File: config.mk
export PLATFORM = sky130hd
export DESIGN_NAME = ecc_secded_pipe_flat
export DESIGN_NICKNAME = d
export VERILOG_FILES = /design/src/rtl/ecc_secded_pipe_if.sv /design/src/rtl/ecc_secded_pipe.sv /design/src/flat_wrapper.sv
export SDC_FILE = /design/constraint.sdc
export NUM_CORES = 1
export LEC_CHECK = 0
export BUFFER_PORTS_ARGS = -buffer_cell sky130_fd_sc_hd__buf_2
export CORE_MARGIN = 2
export CORE_UTILIZATION = 57
export DETAILED_ROUTE_END_ITERATION = 10
export GPL_ROUTABILITY_DRIVEN = 0
export GPL_TIMING_DRIVEN = 0
export PLACE_DENSITY = 0.86
export REMOVE_ABC_BUFFERS = 1
export SYNTH_ARGS = -nofsm -noshare
export SYNTH_HDL_FRONTEND = slang
export SYNTH_SLANG_ARGS = --single-unit
File: constraint.sdc
create_clock -name clk -period 13.5 [get_ports clk]
set_clock_uncertainty 0.2 [all_clocks]
set_input_delay 1.35 -clock clk [delete_from_list [all_inputs] [get_ports clk]]
set_output_delay 1.35 -clock clk [all_outputs]
set_load 0.005 [all_outputs]
File: src/rtl/ecc_secded_pipe_if.sv
// Bus bundle for ecc_secded_pipe: encode request/result, decode request/result and status.
// slave is the ECC block side; master is the FIFO/RAM controller side.
interface ecc_secded_pipe_if #(
  parameter int unsigned DATA_WIDTH   = 30,
  parameter int unsigned PARITY_WIDTH = 7,
  parameter int unsigned TAG_WIDTH    = 8,
  parameter int unsigned CNT_WIDTH    = 16
);
  logic                               enc_valid_in;
  logic [DATA_WIDTH-1:0]              enc_data_in;
  logic                               inject_en;
  logic [DATA_WIDTH+PARITY_WIDTH-1:0] inject_mask;
  logic                               enc_valid_out;
  logic [DATA_WIDTH-1:0]              enc_data_out;
  logic [PARITY_WIDTH-1:0]            enc_parity_out;

  logic                               dec_valid_in;
  logic [DATA_WIDTH-1:0]              dec_data_in;
  logic [PARITY_WIDTH-1:0]            dec_parity_in;
  logic [TAG_WIDTH-1:0]               dec_tag_in;
  logic                               bypass;
  logic                               dec_valid_out;
  logic [DATA_WIDTH-1:0]              dec_data_out;
  logic [TAG_WIDTH-1:0]               dec_tag_out;
  logic                               dec_sbit_err;
  logic                               dec_dbit_err;

  logic                               stat_clr;
  logic [CNT_WIDTH-1:0]               sbit_cnt;
  logic [CNT_WIDTH-1:0]               dbit_cnt;
  logic                               err_log_valid;
  logic                               err_log_dbit;
  logic [PARITY_WIDTH-1:0]            err_log_syndrome;
  logic [TAG_WIDTH-1:0]               err_log_tag;

  modport slave (
    input  enc_valid_in, enc_data_in, inject_en, inject_mask,
    output enc_valid_out, enc_data_out, enc_parity_out,
    input  dec_valid_in, dec_data_in, dec_parity_in, dec_tag_in, bypass,
    output dec_valid_out, dec_data_out, dec_tag_out, dec_sbit_err, dec_dbit_err,
    input  stat_clr,
    output sbit_cnt, dbit_cnt, err_log_valid, err_log_dbit, err_log_syndrome, err_log_tag
  );

  modport master (
    output enc_valid_in, enc_data_in, inject_en, inject_mask,
    input  enc_valid_out, enc_data_out, enc_parity_out,
    output dec_valid_in, dec_data_in, dec_parity_in, dec_tag_in, bypass,
    input  dec_valid_out, dec_data_out, dec_tag_out, dec_sbit_err, dec_dbit_err,
    output stat_clr,
    input  sbit_cnt, dbit_cnt, err_log_valid, err_log_dbit, err_log_syndrome, err_log_tag
  );
endinterface

File: src/rtl/ecc_secded_pipe.sv
// Pipelined SECDED (extended Hamming) encoder/decoder with error injection,
// saturating error counters and a first-error log.
module ecc_secded_pipe #(
  parameter int unsigned DATA_WIDTH   = 30,
  parameter int unsigned PARITY_WIDTH = 7,
  parameter int unsigned TAG_WIDTH    = 8,
  parameter int unsigned CNT_WIDTH    = 16
) (
  input logic              clk,
  input logic              rst,
  ecc_secded_pipe_if.slave bus
);
  localparam int unsigned HW = PARITY_WIDTH - 1;
  localparam int unsigned CW = DATA_WIDTH + PARITY_WIDTH;

  if ((1 << HW) < CW) begin : g_bad_params
    $error("ecc_secded_pipe: PARITY_WIDTH too small for DATA_WIDTH");
  end

  typedef logic [DATA_WIDTH-1:0][HW-1:0] pos_tab_t;

  // Position of data bit i: the i-th integer >= 3 that is not a power of two.
  function automatic pos_tab_t gen_pos();
    pos_tab_t    t;
    int unsigned v;
    t = '0;
    v = 3;
    for (int unsigned i = 0; i < DATA_WIDTH; i++) begin
      if ((v & (v - 1)) == 0) v = v + 1;
      t[i] = HW'(v);
      v = v + 1;
    end
    return t;
  endfunction

  localparam pos_tab_t Pos = gen_pos();

  // XOR of the positions of all set data bits equals the low check bits.
  function automatic logic [HW-1:0] hamming(input logic [DATA_WIDTH-1:0] d);
    logic [HW-1:0] p;
    p = '0;
    for (int unsigned i = 0; i < DATA_WIDTH; i++) begin
      if (d[i]) p = p ^ Pos[i];
    end
    return p;
  endfunction

  // Encoder
  logic [HW-1:0] enc_low;
  logic [CW-1:0] enc_word;
  logic          enc_valid_q;
  logic [CW-1:0] enc_word_q;

  always_comb begin
    enc_low  = hamming(bus.enc_data_in);
    enc_word = {^{bus.enc_data_in, enc_low}, enc_low, bus.enc_data_in};
    if (bus.inject_en) enc_word = enc_word ^ bus.inject_mask;
  end

  always_ff @(posedge clk or posedge rst) begin
    if (rst) begin
      enc_valid_q <= 1'b0;
      enc_word_q  <= '0;
    end else begin
      enc_valid_q <= bus.enc_valid_in;
      if (bus.enc_valid_in) enc_word_q <= enc_word;
    end
  end

  assign bus.enc_valid_out  = enc_valid_q;
  assign bus.enc_data_out   = enc_word_q[DATA_WIDTH-1:0];
  assign bus.enc_parity_out = enc_word_q[CW-1:DATA_WIDTH];

  // Decoder stage 1: syndrome and overall parity mismatch
  logic                  s1_valid_q;
  logic [DATA_WIDTH-1:0] s1_data_q;
  logic [TAG_WIDTH-1:0]  s1_tag_q;
  logic                  s1_bypass_q;
  logic [HW-1:0]         s1_syn_q;
  logic                  s1_mis_q;
  logic [HW-1:0]         s1_syn_d;
  logic                  s1_mis_d;

  always_comb begin
    s1_syn_d = hamming(bus.dec_data_in) ^ bus.dec_parity_in[HW-1:0];
    s1_mis_d = ^{bus.dec_data_in, bus.dec_parity_in};
  end

  always_ff @(posedge clk or posedge rst) begin
    if (rst) begin
      s1_valid_q  <= 1'b0;
      s1_data_q   <= '0;
      s1_tag_q    <= '0;
      s1_bypass_q <= 1'b0;
      s1_syn_q    <= '0;
      s1_mis_q    <= 1'b0;
    end else begin
      s1_valid_q <= bus.dec_valid_in;
      if (bus.dec_valid_in) begin
        s1_data_q   <= bus.dec_data_in;
        s1_tag_q    <= bus.dec_tag_in;
        s1_bypass_q <= bus.bypass;
        s1_syn_q    <= s1_syn_d;
        s1_mis_q    <= s1_mis_d;
      end
    end
  end

  // Decoder stage 2: classify and correct
  logic [DATA_WIDTH-1:0] fix;
  logic                  hit;
  logic                  chk_err;
  logic [DATA_WIDTH-1:0] s2_data_d;
  logic                  s2_sbit_d;
  logic                  s2_dbit_d;

  always_comb begin
    fix = '0;
    for (int unsigned i = 0; i < DATA_WIDTH; i++) begin
      fix[i] = (s1_syn_q == Pos[i]);
    end
    hit       = |fix;
    // Zero or a single set bit: the flipped bit was a check bit.
    chk_err   = (s1_syn_q & (s1_syn_q - HW'(1))) == '0;
    s2_data_d = s1_data_q;
    s2_sbit_d = 1'b0;
    s2_dbit_d = 1'b0;
    if (!s1_bypass_q) begin
      if (s1_mis_q) begin
        if (hit) begin
          s2_data_d = s1_data_q ^ fix;
          s2_sbit_d = 1'b1;
        end else if (chk_err) begin
          s2_sbit_d = 1'b1;
        end else begin
          s2_dbit_d = 1'b1;
        end
      end else if (s1_syn_q != '0) begin
        s2_dbit_d = 1'b1;
      end
    end
  end

  logic                    s2_valid_q;
  logic [DATA_WIDTH-1:0]   s2_data_q;
  logic [TAG_WIDTH-1:0]    s2_tag_q;
  logic                    s2_sbit_q;
  logic                    s2_dbit_q;
  logic [PARITY_WIDTH-1:0] s2_syn_q;

  always_ff @(posedge clk or posedge rst) begin
    if (rst) begin
      s2_valid_q <= 1'b0;
      s2_data_q  <= '0;
      s2_tag_q   <= '0;
      s2_sbit_q  <= 1'b0;
      s2_dbit_q  <= 1'b0;
      s2_syn_q   <= '0;
    end else begin
      s2_valid_q <= s1_valid_q;
      if (s1_valid_q) begin
        s2_data_q <= s2_data_d;
        s2_tag_q  <= s1_tag_q;
        s2_sbit_q <= s2_sbit_d;
        s2_dbit_q <= s2_dbit_d;
        s2_syn_q  <= {s1_mis_q, s1_syn_q};
      end
    end
  end

  assign bus.dec_valid_out = s2_valid_q;
  assign bus.dec_data_out  = s2_data_q;
  assign bus.dec_tag_out   = s2_tag_q;
  assign bus.dec_sbit_err  = s2_sbit_q;
  assign bus.dec_dbit_err  = s2_dbit_q;

  // Error statistics
  logic                    ev_sbit;
  logic                    ev_dbit;
  logic [CNT_WIDTH-1:0]    sbit_cnt_q;
  logic [CNT_WIDTH-1:0]    dbit_cnt_q;
  logic                    log_valid_q;
  logic                    log_dbit_q;
  logic [PARITY_WIDTH-1:0] log_syn_q;
  logic [TAG_WIDTH-1:0]    log_tag_q;

  assign ev_sbit = s2_valid_q & s2_sbit_q;
  assign ev_dbit = s2_valid_q & s2_dbit_q;

  always_ff @(posedge clk or posedge rst) begin
    if (rst) begin
      sbit_cnt_q  <= '0;
      dbit_cnt_q  <= '0;
      log_valid_q <= 1'b0;
      log_dbit_q  <= 1'b0;
      log_syn_q   <= '0;
      log_tag_q   <= '0;
    end else if (bus.stat_clr) begin
      sbit_cnt_q  <= '0;
      dbit_cnt_q  <= '0;
      log_valid_q <= 1'b0;
      log_dbit_q  <= 1'b0;
      log_syn_q   <= '0;
      log_tag_q   <= '0;
    end else begin
      if (ev_sbit && (sbit_cnt_q != '1)) sbit_cnt_q <= sbit_cnt_q + CNT_WIDTH'(1);
      if (ev_dbit && (dbit_cnt_q != '1)) dbit_cnt_q <= dbit_cnt_q + CNT_WIDTH'(1);
      // An uncorrectable error displaces a logged correctable one.
      if ((ev_sbit || ev_dbit) && (!log_valid_q || (ev_dbit && !log_dbit_q))) begin
        log_valid_q <= 1'b1;
        log_dbit_q  <= ev_dbit;
        log_syn_q   <= s2_syn_q;
        log_tag_q   <= s2_tag_q;
      end
    end
  end

  assign bus.sbit_cnt         = sbit_cnt_q;
  assign bus.dbit_cnt         = dbit_cnt_q;
  assign bus.err_log_valid    = log_valid_q;
  assign bus.err_log_dbit     = log_dbit_q;
  assign bus.err_log_syndrome = log_syn_q;
  assign bus.err_log_tag      = log_tag_q;
endmodule

File: src/flat_wrapper.sv
// flat-port wrapper written by rule: the top's interface ports become plain ports
module ecc_secded_pipe_flat 
#(
  parameter int unsigned DATA_WIDTH   = 30,
  parameter int unsigned PARITY_WIDTH = 7,
  parameter int unsigned TAG_WIDTH    = 8,
  parameter int unsigned CNT_WIDTH    = 16
)
  (clk, rst, bus_enc_valid_in, bus_enc_data_in, bus_inject_en, bus_inject_mask, bus_enc_valid_out, bus_enc_data_out, bus_enc_parity_out, bus_dec_valid_in, bus_dec_data_in, bus_dec_parity_in, bus_dec_tag_in, bus_bypass, bus_dec_valid_out, bus_dec_data_out, bus_dec_tag_out, bus_dec_sbit_err, bus_dec_dbit_err, bus_stat_clr, bus_sbit_cnt, bus_dbit_cnt, bus_err_log_valid, bus_err_log_dbit, bus_err_log_syndrome, bus_err_log_tag);
  ecc_secded_pipe_if #(.DATA_WIDTH(DATA_WIDTH), .PARITY_WIDTH(PARITY_WIDTH), .TAG_WIDTH(TAG_WIDTH), .CNT_WIDTH(CNT_WIDTH)) bus_i ();
  input logic clk;
  input logic rst;
  input wire logic [$bits(bus_i.enc_valid_in)-1:0] bus_enc_valid_in;
  input wire logic [$bits(bus_i.enc_data_in)-1:0] bus_enc_data_in;
  input wire logic [$bits(bus_i.inject_en)-1:0] bus_inject_en;
  input wire logic [$bits(bus_i.inject_mask)-1:0] bus_inject_mask;
  output wire logic [$bits(bus_i.enc_valid_out)-1:0] bus_enc_valid_out;
  output wire logic [$bits(bus_i.enc_data_out)-1:0] bus_enc_data_out;
  output wire logic [$bits(bus_i.enc_parity_out)-1:0] bus_enc_parity_out;
  input wire logic [$bits(bus_i.dec_valid_in)-1:0] bus_dec_valid_in;
  input wire logic [$bits(bus_i.dec_data_in)-1:0] bus_dec_data_in;
  input wire logic [$bits(bus_i.dec_parity_in)-1:0] bus_dec_parity_in;
  input wire logic [$bits(bus_i.dec_tag_in)-1:0] bus_dec_tag_in;
  input wire logic [$bits(bus_i.bypass)-1:0] bus_bypass;
  output wire logic [$bits(bus_i.dec_valid_out)-1:0] bus_dec_valid_out;
  output wire logic [$bits(bus_i.dec_data_out)-1:0] bus_dec_data_out;
  output wire logic [$bits(bus_i.dec_tag_out)-1:0] bus_dec_tag_out;
  output wire logic [$bits(bus_i.dec_sbit_err)-1:0] bus_dec_sbit_err;
  output wire logic [$bits(bus_i.dec_dbit_err)-1:0] bus_dec_dbit_err;
  input wire logic [$bits(bus_i.stat_clr)-1:0] bus_stat_clr;
  output wire logic [$bits(bus_i.sbit_cnt)-1:0] bus_sbit_cnt;
  output wire logic [$bits(bus_i.dbit_cnt)-1:0] bus_dbit_cnt;
  output wire logic [$bits(bus_i.err_log_valid)-1:0] bus_err_log_valid;
  output wire logic [$bits(bus_i.err_log_dbit)-1:0] bus_err_log_dbit;
  output wire logic [$bits(bus_i.err_log_syndrome)-1:0] bus_err_log_syndrome;
  output wire logic [$bits(bus_i.err_log_tag)-1:0] bus_err_log_tag;
  assign bus_i.enc_valid_in = bus_enc_valid_in;
  assign bus_i.enc_data_in = bus_enc_data_in;
  assign bus_i.inject_en = bus_inject_en;
  assign bus_i.inject_mask = bus_inject_mask;
  assign bus_enc_valid_out = bus_i.enc_valid_out;
  assign bus_enc_data_out = bus_i.enc_data_out;
  assign bus_enc_parity_out = bus_i.enc_parity_out;
  assign bus_i.dec_valid_in = bus_dec_valid_in;
  assign bus_i.dec_data_in = bus_dec_data_in;
  assign bus_i.dec_parity_in = bus_dec_parity_in;
  assign bus_i.dec_tag_in = bus_dec_tag_in;
  assign bus_i.bypass = bus_bypass;
  assign bus_dec_valid_out = bus_i.dec_valid_out;
  assign bus_dec_data_out = bus_i.dec_data_out;
  assign bus_dec_tag_out = bus_i.dec_tag_out;
  assign bus_dec_sbit_err = bus_i.dec_sbit_err;
  assign bus_dec_dbit_err = bus_i.dec_dbit_err;
  assign bus_i.stat_clr = bus_stat_clr;
  assign bus_sbit_cnt = bus_i.sbit_cnt;
  assign bus_dbit_cnt = bus_i.dbit_cnt;
  assign bus_err_log_valid = bus_i.err_log_valid;
  assign bus_err_log_dbit = bus_i.err_log_dbit;
  assign bus_err_log_syndrome = bus_i.err_log_syndrome;
  assign bus_err_log_tag = bus_i.err_log_tag;
  ecc_secded_pipe #(.DATA_WIDTH(DATA_WIDTH), .PARITY_WIDTH(PARITY_WIDTH), .TAG_WIDTH(TAG_WIDTH), .CNT_WIDTH(CNT_WIDTH)) u_core (.clk(clk), .rst(rst), .bus(bus_i));
endmodule
==> results of run 1 <==
-- critical path, stage by stage --
cell	delay, ns
sky130_fd_sc_hd__buf_2	0.12
sky130_fd_sc_hd__xnor3_1	0.44
sky130_fd_sc_hd__xnor2_2	0.21
sky130_fd_sc_hd__xnor3_2	0.49
sky130_fd_sc_hd__xnor3_1	0.38
sky130_fd_sc_hd__xnor3_1	0.37
sky130_fd_sc_hd__mux2_4	0.26
-- cells by family (layout without fill, tap and decap cells) --
| group | count (synthesis) | after routing |
|---|---|---|
| buf+inv | 47 | 287 |
| flops | 182 | 182 |
| simple gates | 282 | 282 |
| fa+ha+maj | 2 | 2 |
| mux | 63 | 63 |
| compound gates | 94 | 94 |
| xor+xnor | 216 | 216 |
-- cells in the final DEF, fill, tap and decap left out, types with 5 or more instances in the layout --
| cell type | instances |
|---|---|
| sky130_fd_sc_hd__nand3_1 | 24 |
| sky130_fd_sc_hd__nor2_1 | 113 |
| sky130_fd_sc_hd__buf_2 | 246 |
| sky130_fd_sc_hd__dfrtp_1 | 181 |
| sky130_fd_sc_hd__nand2_1 | 86 |
| sky130_fd_sc_hd__inv_1 | 5 |
| sky130_fd_sc_hd__nor3_1 | 7 |
| sky130_fd_sc_hd__xnor3_1 | 10 |
| sky130_fd_sc_hd__mux2_2 | 58 |
| sky130_fd_sc_hd__a21oi_1 | 71 |
| sky130_fd_sc_hd__xnor2_1 | 108 |
| sky130_fd_sc_hd__nand2b_1 | 17 |
| sky130_fd_sc_hd__xor2_1 | 95 |
| sky130_fd_sc_hd__clkbuf_16 | 17 |
| sky130_fd_sc_hd__o21ai_0 | 18 |
| sky130_fd_sc_hd__nand4_1 | 14 |
-- flip-flops by register name (all words and copies together), names as in the netlist, 7 cells and up --
| name | count |
|---|---|
| u_core.enc_word_q | 37 |
| u_core.bus.dec_data_out | 30 |
| u_core.s1_data_q | 30 |
| u_core.bus.dbit_cnt | 16 |
| u_core.bus.sbit_cnt | 16 |
| u_core.bus.dec_tag_out | 8 |
| u_core.bus.err_log_tag | 8 |
| u_core.s1_tag_q | 8 |
| u_core.bus.err_log_syndrome | 7 |
| u_core.s2_syn_q | 7 |
-- stage by stage --
stage / hold slack (ns) / utilization [%]
final: 0.2745 / 70.96
after floorplan: 0.2733 / -
after global routing: 0.3168 / 70.96
after global placement: 0.2577 / 66.63
after detailed placement: 0.2672 / 67.10
after CTS: 0.2825 / 70.96
-- cell type report --
cell class                      count  share of cell area, %
Multi-Input combinational cell    657                  40.00
Tap cell                          216                  2.398
Sequential cell                   182                  40.42
Clock buffer                       19                  3.929
Inverter                            6                 0.2664
Timing Repair Buffer              249                  11.48
Clock inverter                     13                  1.510
-- final timing paths --
path                                                 from  slack (ns)  cells after the start                          end
worst max-delay path                  bus_enc_data_in[16]        9.98                      7        u_core.enc_word_q[36]
worst min-delay path            u_core.bus.err_log_tag[1]        0.27                      2    u_core.bus.err_log_tag[1]
worst max register to register     u_core.bus.sbit_cnt[1]       10.83                      7       u_core.bus.sbit_cnt[9]
worst min register to register  u_core.bus.err_log_tag[1]        0.27                      2    u_core.bus.err_log_tag[1]
max in group asynchronous                             rst       11.41                      3  u_core.bus.dec_data_out[21]
min in group asynchronous                             rst        0.74                      2       u_core.bus.dbit_cnt[9]
-- per-layer routing --
metal / vias up / global-route usage (%)
met1: 3395 / 32.79
met3: 33 / 5.826
met4: 0 / 7.488
li1: 3377 / -
met2: 272 / 42.84
met5: - / 0
-- power by group through the flow --
stage                     combinational [mW]  sequential [mW]  clock (mW)
after detailed placement               0.449            0.715           0
final                                  0.452            0.707       0.517
after global routing                   0.494            0.720       0.550
after global placement                 0.434            0.714           0
after floorplan                        0.290            0.705           0
after CTS                              0.455            0.705       0.526
==> out/summary.json, run 1 <==
{
  "cts": {
    "post_cts_buffers": 0,
    "cts_tree": "yes",
    "worst_setup_hold_path_clk_slew_ns": 0.07,
    "clock_tree.htree_level_count": 4,
    "max-clock-path-buffers": 2,
    "clk-insertion-delay-late_ns": 0.42,
    "cts-root-buf": "sky130_fd_sc_hd__clkbuf_16",
    "cts_hold_buf": 0,
    "cts_buffers": 17,
    "postCtsResizedCells": 0,
    "numClockSinks": 182
  },
  "route": {
    "routed_wl_um": 21690,
    "detail_route.drc_violations": 0,
    "wl_per_cell_um": 16.16,
    "route.vias.total": 7077,
    "detailedRoute.firstPassIterationCount": 5,
    "met2_length_um": 10860,
    "route.detailed.vias_per_inst": 5.273,
    "met3RoutedLength_um": 1323,
    "wirelength_met1_um": 9160,
    "route.top_layer_used": "met4",
    "initialDrtViolationCount": 497,
    "drt.antenna.violating_nets": 0
  },
  "layout": {
    "post_layout_nonfiller_instances": 1342,
    "antenna-diode-count": 0,
    "fraction_of_final_layout_cells_with_drive_strength_greater_than_1_pct": 30.64,
    "sequential_cell_area_um2": 4556,
    "layout.nets": 1234,
    "multi_input_comb_area_um2": 4509,
    "area_growth_syn_to_layout_pct": 22.04,
    "post_layout_instance_area_um2": 11270,
    "fill_cells": 1165
  },
  "synthesis": {
    "combinational_family_with_the_most_area_after_synthesis": "XOR/XNOR gates",
    "synth_adder_area_share_pct": 0.2709,
    "synth_top_cell_area_share_pct": 49.31,
    "synth-simple-area-share_pct": 13.38,
    "yosys_most_used_dff": "sky130_fd_sc_hd__dfrtp_1",
    "postSynthRegisterBits": 182,
    "synth_enable_flop_cells": 0,
    "yosys_warnings": 0,
    "synthTopCellsByCount": "sky130_fd_sc_hd__dfrtp_1, sky130_fd_sc_hd__nor2_1, sky130_fd_sc_hd__xnor2_1, sky130_fd_sc_hd__xor2_1, sky130_fd_sc_hd__nand2_1",
    "most_numerous_cell_in_the_yosys_netlist": "sky130_fd_sc_hd__dfrtp_1",
    "postSynthAreaPerCell_um2": 10.42,
    "post_synth_mux_area_share_pct": 7.667,
    "synth.yosys.seq_area_share_pct": 49.31,
    "synth_xor_area_share_pct": 22.30,
    "synth-async-reset-ratio_pct": 100.0,
    "synth.area.top_cells": "sky130_fd_sc_hd__dfrtp_1, sky130_fd_sc_hd__xnor2_1, sky130_fd_sc_hd__xor2_1, sky130_fd_sc_hd__mux2_2, sky130_fd_sc_hd__nor2_1",
    "synth_compound_gate_area_share_pct": 5.161,
    "synth_area_leader_cell": "sky130_fd_sc_hd__dfrtp_1",
    "post_synthesis_cell_count": 886,
    "synth_area_um2": 9236,
    "ys_types": 33
  },
  "worst_setup_path": {
    "worst-path-max-fanout": 3,
    "setup.worst_path.start_class": "input pin",
    "crit_arrival_ns": 3.62,
    "timing.critical_path.to_type": "flop",
    "critical_setup_path_kind": "input pin to flop",
    "worstPathRequired_ns": 13.60
  },
  "pwr": {
    "relative_contribution_of_sequential_cells_to_total_power_pct": 42.2,
    "switching_share_pct": 30.42,
    "total_leakage_power_nw": 5.113,
    "fin_total_pwr_mw": 1.676,
    "pwr-share-clk_pct": 30.9,
    "relative_contribution_of_combinational_cells_to_total_power_pct": 27.0,
    "p_per_area_nw_per_um2": 148.7,
    "switching_power_uw": 509.9,
    "worst_ir_drop_vdd_v": 0.00008784,
    "p_int_mw": 1.166
  },
  "sta": {
    "fin_max_slew_vios": 0,
    "setup_viol": 0,
    "hold_viol": 0,
    "layout_min_cycle_time_ns": 3.522,
    "slew_limit_headroom_pct": 18.40,
    "worst_slew_pin_tran_ns": 1.224,
    "fin_setup_tns_ns": 0,
    "worst_slack_ns": 9.978,
    "setup_repair_after_global_routing_missed_its_margin": "no",
    "fin_crit_sh_pct": 26.09,
    "fmax_mhz": 283.9
  },
  "floorplan": {
    "floorplan.die.width_um": 131.3,
    "initial_utilization_pct": 58.14,
    "design.die.area_um2": 17240,
    "core-area_um2": 15890,
    "die_y_um": 131.3,
    "boundaryPins": 247,
    "rows": 46
  },
  "global_route": {
    "number_of_global_route_vias_before_repair": 7018,
    "antenna_found_initial": 0,
    "grt_usage_pct": 25.33,
    "grt_first_pass_wirelength_um": 35320,
    "largest_net_degree_at_the_start_of_global_routing": 122,
    "global_route.overflow_total": 0
  },
  "flow_run": {
    "cap_violations": 0
  },
  "min_path": {
    "hold_path_class": "flop to flop"
  },
  "run_status": {
    "status": "completed"
  },
  "placed_design": {
    "dp.final_hpwl_um": 15500,
    "placed_cells_incl_taps": 1310,
    "placement.cell_area_um2": 10660,
    "place_ws_ns": 9.578,
    "buffer_ports.inserted": 246
  }
}
Note: power is estimated with default switching activity, not from simulation.
==> run 2, diff against run 1 <==
Settings changed: CORE_UTILIZATION 57 to 48, PLACE_DENSITY 0.86 to 0.77.
Clock period 13.5 ns to 3.2 ns, I/O delays scaled along.
==> run 2 against run 1 <==
Compared with the run above:
- design area rose by 3.7%
- sequential share of layout area fell by 1.4 points
- register-to-register slack got worse by 10 ns
- final cell count rose by 4.1%
- clock-buffer cell count rose by 1
- combinational power rose to 4.3 times the previous value
- die area rose by 18%
- critical endpoint is now u_core.bus.sbit_cnt[13]
- largest cell class unchanged
==> out/summary.json, run 2 (same netlist as run 1, synthesis figures left out) <==
{
  "run_status": {
    "status": "completed"
  },
  "route": {
    "route.detailed.vias_per_inst": 5.086,
    "detailedRoute.firstPassIterationCount": 5,
    "initialDrtViolationCount": 382,
    "route.vias.total": 7105,
    "routed_wl_um": 22650,
    "detail_route.drc_violations": 0,
    "wl_per_cell_um": 16.21,
    "drt.antenna.violating_nets": 0
  },
  "min_path": {
    "hold_depth": 2,
    "hold_sp": "bus_dec_data_in[29]",
    "worstHoldEndpoint": "u_core.s1_data_q[29]",
    "hold_path_class": "input pin to flop"
  },
  "layout": {
    "post_layout_nonfiller_instances": 1397,
    "layout.nets": 1272,
    "mostFrequentLayoutCells": "sky130_fd_sc_hd__buf_2, sky130_fd_sc_hd__dfrtp_1, sky130_fd_sc_hd__nor2_1",
    "antenna-diode-count": 0,
    "mostFrequentLayoutCell": "sky130_fd_sc_hd__buf_2",
    "fraction_of_final_layout_cells_with_drive_strength_greater_than_1_pct": 29.58,
    "area_growth_syn_to_layout_pct": 26.50,
    "finish.utilization_pct": 62.25,
    "most_flops_register": "u_core.enc_word_q",
    "largest_register_ffs": 37
  },
  "sta": {
    "hold_viol": 0,
    "fmax_mhz": 395.0,
    "worst_slack_ns": 0.6684,
    "fin_max_slew_vios": 0,
    "slew_limit_headroom_pct": 15.78,
    "layout_min_cycle_time_ns": 2.532,
    "fin_crit_sh_pct": 79.11,
    "setup_repair_after_global_routing_missed_its_margin": "no",
    "setup_viol": 0,
    "worst_slew_pin_tran_ns": 1.263
  },
  "pwr": {
    "worst_ir_drop_vdd_v": 0.0003866,
    "p_per_area_nw_per_um2": 611.9,
    "total_leakage_power_nw": 5.284
  },
  "cts": {
    "cts_buffers": 17,
    "max-clock-path-buffers": 2,
    "cts-root-buf": "sky130_fd_sc_hd__clkbuf_16",
    "post_cts_buffers": 0,
    "clock_tree.htree_level_count": 4,
    "worst_setup_hold_path_clk_slew_ns": 0.07,
    "postCtsResizedCells": 0,
    "clk-insertion-delay-late_ns": 0.43,
    "cts_tree": "yes",
    "numClockSinks": 182
  },
  "floorplan": {
    "floorplan.die.width_um": 142.7,
    "die_y_um": 142.7,
    "initial_utilization_pct": 49.21,
    "core-area_um2": 18770,
    "rows": 50,
    "boundaryPins": 247,
    "design.die.area_um2": 20370
  },
  "placed_design": {
    "placed_cells_incl_taps": 1328,
    "dp.final_hpwl_um": 15810,
    "buffer_ports.inserted": 246,
    "place_ws_ns": 0.3405
  },
  "global_route": {
    "globalRoute.busiestLayer": "met2",
    "number_of_global_route_vias_before_repair": 7109,
    "global_route.overflow_total": 0,
    "gr-usage-met2_pct": 38.82,
    "grt_usage_pct": 22.43,
    "largest_net_degree_at_the_start_of_global_routing": 119,
    "grt_first_pass_wirelength_um": 35980,
    "antenna_found_initial": 0,
    "gr-usage-met3_pct": 4.628,
    "grt.met1_usage_pct": 27.77
  },
  "worst_setup_path": {
    "crit_arrival_ns": 2.61,
    "critical_path.slowest_cell": "sky130_fd_sc_hd__a21oi_1",
    "setup.worst_path.start_class": "flop",
    "critical_setup_path_kind": "flop to flop",
    "worst-path-max-fanout": 13,
    "r2r-start": "u_core.bus.sbit_cnt[11]",
    "crit_path_max_incr_delay_ns": 0.81,
    "reg2reg_to": "u_core.bus.sbit_cnt[13]",
    "timing.critical_path.to_type": "flop",
    "worstPathCellList": "and4_1, and3_1, a21oi_1, nand4_1, xor2_1, nor2_1",
    "worstPathRequired_ns": 3.28,
    "worst_r2r_setup_slack_ns": 0.67,
    "rr_worst_depth": 6
  },
  "flow_run": {
    "cap_violations": 0
  }
}
[run 2: cell types whose count changed in the layout (fill, tap and decap cells not counted), sizes merged]
cell	previous run	this run
dlygate4sd3	0	38
clkbuf	19	20
clkinvlp	4	1
clkinv	2	3
[run 2: worst max-delay path, delay by kind of cell, from the launching register on]
| family | cells | cell delay [ns] |
|---|---|---|
| and+or+nand+nor | 4 | 0.73 |
| xor gates and xnor gates | 1 | 0.20 |
| AOI/OAI and AO/OA | 1 | 0.81 |
| DFF | 1 | 0.43 |
[run 2: area by class of cell]
cell class | count | area, um2
fill | 1521 | 7084
clock inverter | 11 | 165.2
inverter | 6 | 30.03
multi-input combinational | 657 | 4509
clock buffer | 20 | 456.7
sequential | 182 | 4556
tap | 234 | 292.8
timing repair buffer | 287 | 1674
[run 2: repair_timing]
action / in CTS / in global routing
hold buffers: 38 / 0
hold endpoints to repair: 101 / 0
endpoints found under the setup margin: 0 / 0
[run 2: power breakdown]
part           total [mW]  leakage (nW)  internal, mW  switching (mW)
clock network        2.22         0.302          1.29           0.936
registers            2.98          2.19          2.66           0.326
logic                1.94          2.80          1.03           0.914
total                7.15          5.28          4.97            2.18
[run 2: stage by stage]
step	power (mW)	hold WS (ns)	area (um2)	TNS [ns]
after CTS	7.215	0.006034	11680	0
after global routing	7.522	0.01157	11680	0
after detailed placement	4.927	0.1939	10680	0
final	7.150	0.02404	11680	0
after global placement	4.875	0.2575	10610	-782.50
after floorplan	4.199	0.1514	9082	-411.99
[run 2: how the worst max path moves through the flow]
stage | from | endpoint | slack, ns | cells after the start
5_1_grt | u_core.bus.sbit_cnt[0] | u_core.bus.sbit_cnt[11] | 0.42 | 7
6_report | u_core.bus.sbit_cnt[11] | u_core.bus.sbit_cnt[13] | 0.67 | 6
4_1_cts | u_core.s1_bypass_q | u_core.bus.dec_data_out[24] | 0.63 | 6
3_5_place_dp | bus_enc_data_in[16] | u_core.enc_word_q[36] | 0.34 | 7
3_3_place_gp | rst | u_core.bus.dec_data_out[13] | -4.32 | 2
2_1_floorplan | rst | u_core.bus.dbit_cnt[0] | -2.26 | 1
[run 2: per-layer routing]
layer,up-vias,wire length (um)
li1,3450,-
met1,3381,9699
met2,230,11160
met3,44,1187
met4,0,605
met5,-,0
==> run 3, diff against run 2 <==
Settings changed: CORE_UTILIZATION 48 to 53, PLACE_DENSITY 0.77 to 0.8.
Clock period 3.2 ns to 2.5 ns, I/O delays scaled along.
==> run 3 against run 2 <==
Compared with the run above:
- combinational power is 34% higher
- clock power is 24% higher
- global-route usage is 3.2 points higher
- die area is 9.2% lower
- hold slack worse by 0.014 ns
- routed wire length is 3.6% higher
- largest power group unchanged
==> out/summary.json, run 3 (same netlist as run 1, synthesis figures left out) <==
{
  "cts": {
    "cts_tree": "yes",
    "clock_tree.htree_level_count": 4,
    "max-clock-path-buffers": 2,
    "post_cts_buffers": 0,
    "numClockSinks": 182,
    "cts_buffers": 17,
    "clk-insertion-delay-late_ns": 0.43,
    "worst_setup_hold_path_clk_slew_ns": 0.07,
    "cts-root-buf": "sky130_fd_sc_hd__clkbuf_16"
  },
  "sta": {
    "hold_viol": 0,
    "worst_slew_pin_tran_ns": 1.224,
    "fin_max_slew_vios": 0,
    "fin_crit_sh_pct": 96.95,
    "worst_slack_ns": 0.07623,
    "slew_limit_headroom_pct": 18.43,
    "layout_min_cycle_time_ns": 2.424,
    "worst_hold_slack_ns": 0.01015,
    "fmax_mhz": 412.6,
    "setup_repair_after_global_routing_missed_its_margin": "no",
    "setup_viol": 0
  },
  "global_route": {
    "antenna_found_initial": 0,
    "largest_net_degree_at_the_start_of_global_routing": 120,
    "grt_usage_pct": 25.65,
    "number_of_global_route_vias_before_repair": 7361,
    "grt_first_pass_wirelength_um": 36980,
    "global_route.overflow_total": 0
  },
  "worst_setup_path": {
    "worstPathRequired_ns": 2.61,
    "timing.critical_path.mode_cell": "sky130_fd_sc_hd__xnor3_1",
    "r2r-start": "u_core.s1_syn_q[2]",
    "crit_arrival_ns": 2.53,
    "timing.critical_path.max_delay_family": "XOR/XNOR gates",
    "rr_worst_depth": 5,
    "critical_path.slowest_cell": "sky130_fd_sc_hd__xnor3_2",
    "worst_r2r_setup_slack_ns": 0.21,
    "timing.critical_path.to_type": "flop",
    "worstPathCellList": "buf_2, xnor3_1, xnor2_2, xnor3_2, xnor3_1, xnor3_1, mux2_4",
    "reg2reg_to": "u_core.bus.dec_data_out[17]",
    "crit_path_max_incr_delay_ns": 0.48,
    "worst-path-max-fanout": 3,
    "critical_setup_path_kind": "input pin to flop",
    "critical_path_buf_inv_count": 1,
    "setup.worst_path.start_class": "input pin"
  },
  "layout": {
    "largest_register_ffs": 37,
    "layout.nets": 1309,
    "finish.utilization_pct": 70.19,
    "mostFrequentLayoutCell": "sky130_fd_sc_hd__buf_2",
    "fraction_of_final_layout_cells_with_drive_strength_greater_than_1_pct": 29.23,
    "post_layout_nonfiller_instances": 1426,
    "mostFrequentLayoutCells": "sky130_fd_sc_hd__buf_2, sky130_fd_sc_hd__dfrtp_1, sky130_fd_sc_hd__nor2_1",
    "antenna-diode-count": 0,
    "area_growth_syn_to_layout_pct": 30.53,
    "fill_cells": 1226,
    "most_flops_register": "u_core.enc_word_q"
  },
  "route": {
    "route.vias.total": 7372,
    "wl_per_cell_um": 16.45,
    "initialDrtViolationCount": 499,
    "route.detailed.vias_per_inst": 5.170,
    "drt.antenna.violating_nets": 0,
    "detailedRoute.firstPassIterationCount": 5,
    "detail_route.drc_violations": 0,
    "routed_wl_um": 23460
  },
  "pwr": {
    "fin_total_pwr_mw": 9.167,
    "worst_ir_drop_vdd_v": 0.0005923,
    "total_leakage_power_nw": 5.430,
    "p_per_area_nw_per_um2": 760.3
  },
  "floorplan": {
    "boundaryPins": 247,
    "die_y_um": 136.0,
    "floorplan.die.width_um": 136.0,
    "design.die.area_um2": 18500,
    "initial_utilization_pct": 53.77,
    "core-area_um2": 17180,
    "rows": 48
  },
  "min_path": {
    "worstHoldEndpoint": "u_core.enc_word_q[9]",
    "hold_sp": "bus_enc_data_in[9]",
    "hold_path_class": "input pin to flop",
    "hold_depth": 3
  },
  "placed_design": {
    "placed_cells_incl_taps": 1319,
    "dp.final_hpwl_um": 16010,
    "place_ws_ns": -0.2882,
    "buffer_ports.inserted": 246
  },
  "flow_run": {
    "cap_violations": 0
  },
  "run_status": {
    "status": "completed"
  }
}
[run 3: layer usage]
layer  track usage [%]  part of all wire (%)  vias to the layer above
li1                  -                     -                     3520
met1             31.01                    40                     3557
met2             46.09                    51                      256
met3             5.295                   6.8                       39
met4             7.581                   1.7                        0
met5                 0                     0                        -
[run 3: how the worst max path moves through the flow]
| stage | from | endpoint | slack (ns) | cells after the start |
|---|---|---|---|---|
| floorplan | rst | u_core.bus.dbit_cnt[0] | -2.89 | 1 |
| global placement | rst | u_core.enc_word_q[5] | -4.99 | 2 |
| detailed placement | bus_enc_data_in[16] | u_core.enc_word_q[36] | -0.29 | 7 |
| CTS | u_core.s1_bypass_q | u_core.bus.dec_data_out[23] | 0.007 | 6 |
| global route | bus_enc_data_in[5] | u_core.enc_word_q[36] | 0.002 | 8 |
| finish | bus_enc_data_in[16] | u_core.enc_word_q[36] | 0.08 | 7 |
[run 3: power by group]
part           internal [mW]  switching, mW
logic                   1.37           1.21
clock network           1.52           1.24
registers               3.40          0.423
total                   6.29           2.87
[run 3: layout make-up]
type,count,area (um2),share of cell area [%]
well taps,225,281.5,2.335
inverters,6,30.03,0.2491
flip-flops and latches,182,4556,37.79
clock inverters,15,186.4,1.546
repair buffers,324,2041,16.93
clock buffers,17,425.4,3.528
multi-input cells,657,4537,37.63
[run 3: through the flow]
stage | setup TNS, ns | instance area [um2]
2_1_floorplan | -526.72 | 9082
3_3_place_gp | -928.68 | 10600
3_5_place_dp | -0.2882 | 10670
4_1_cts | 0 | 12030
5_1_grt | 0 | 12060
6_report | 0 | 12060
[run 3: timing repair]
item,in CTS,in global routing
hold buffers,75,0
pin swaps,0,0
gates resized for setup,1,4
setup endpoints to repair,3,15
endpoints found under the hold margin,126,0
[run 3: worst reg2reg max path, stage by stage, from the launching register on]
cell and delay [ns]:
sky130_fd_sc_hd__dfrtp_1 0.69, sky130_fd_sc_hd__inv_1 0.17, sky130_fd_sc_hd__nor2_1 0.60, sky130_fd_sc_hd__nand4_1 0.23, sky130_fd_sc_hd__xor2_1 0.18, sky130_fd_sc_hd__a21oi_1 0.08
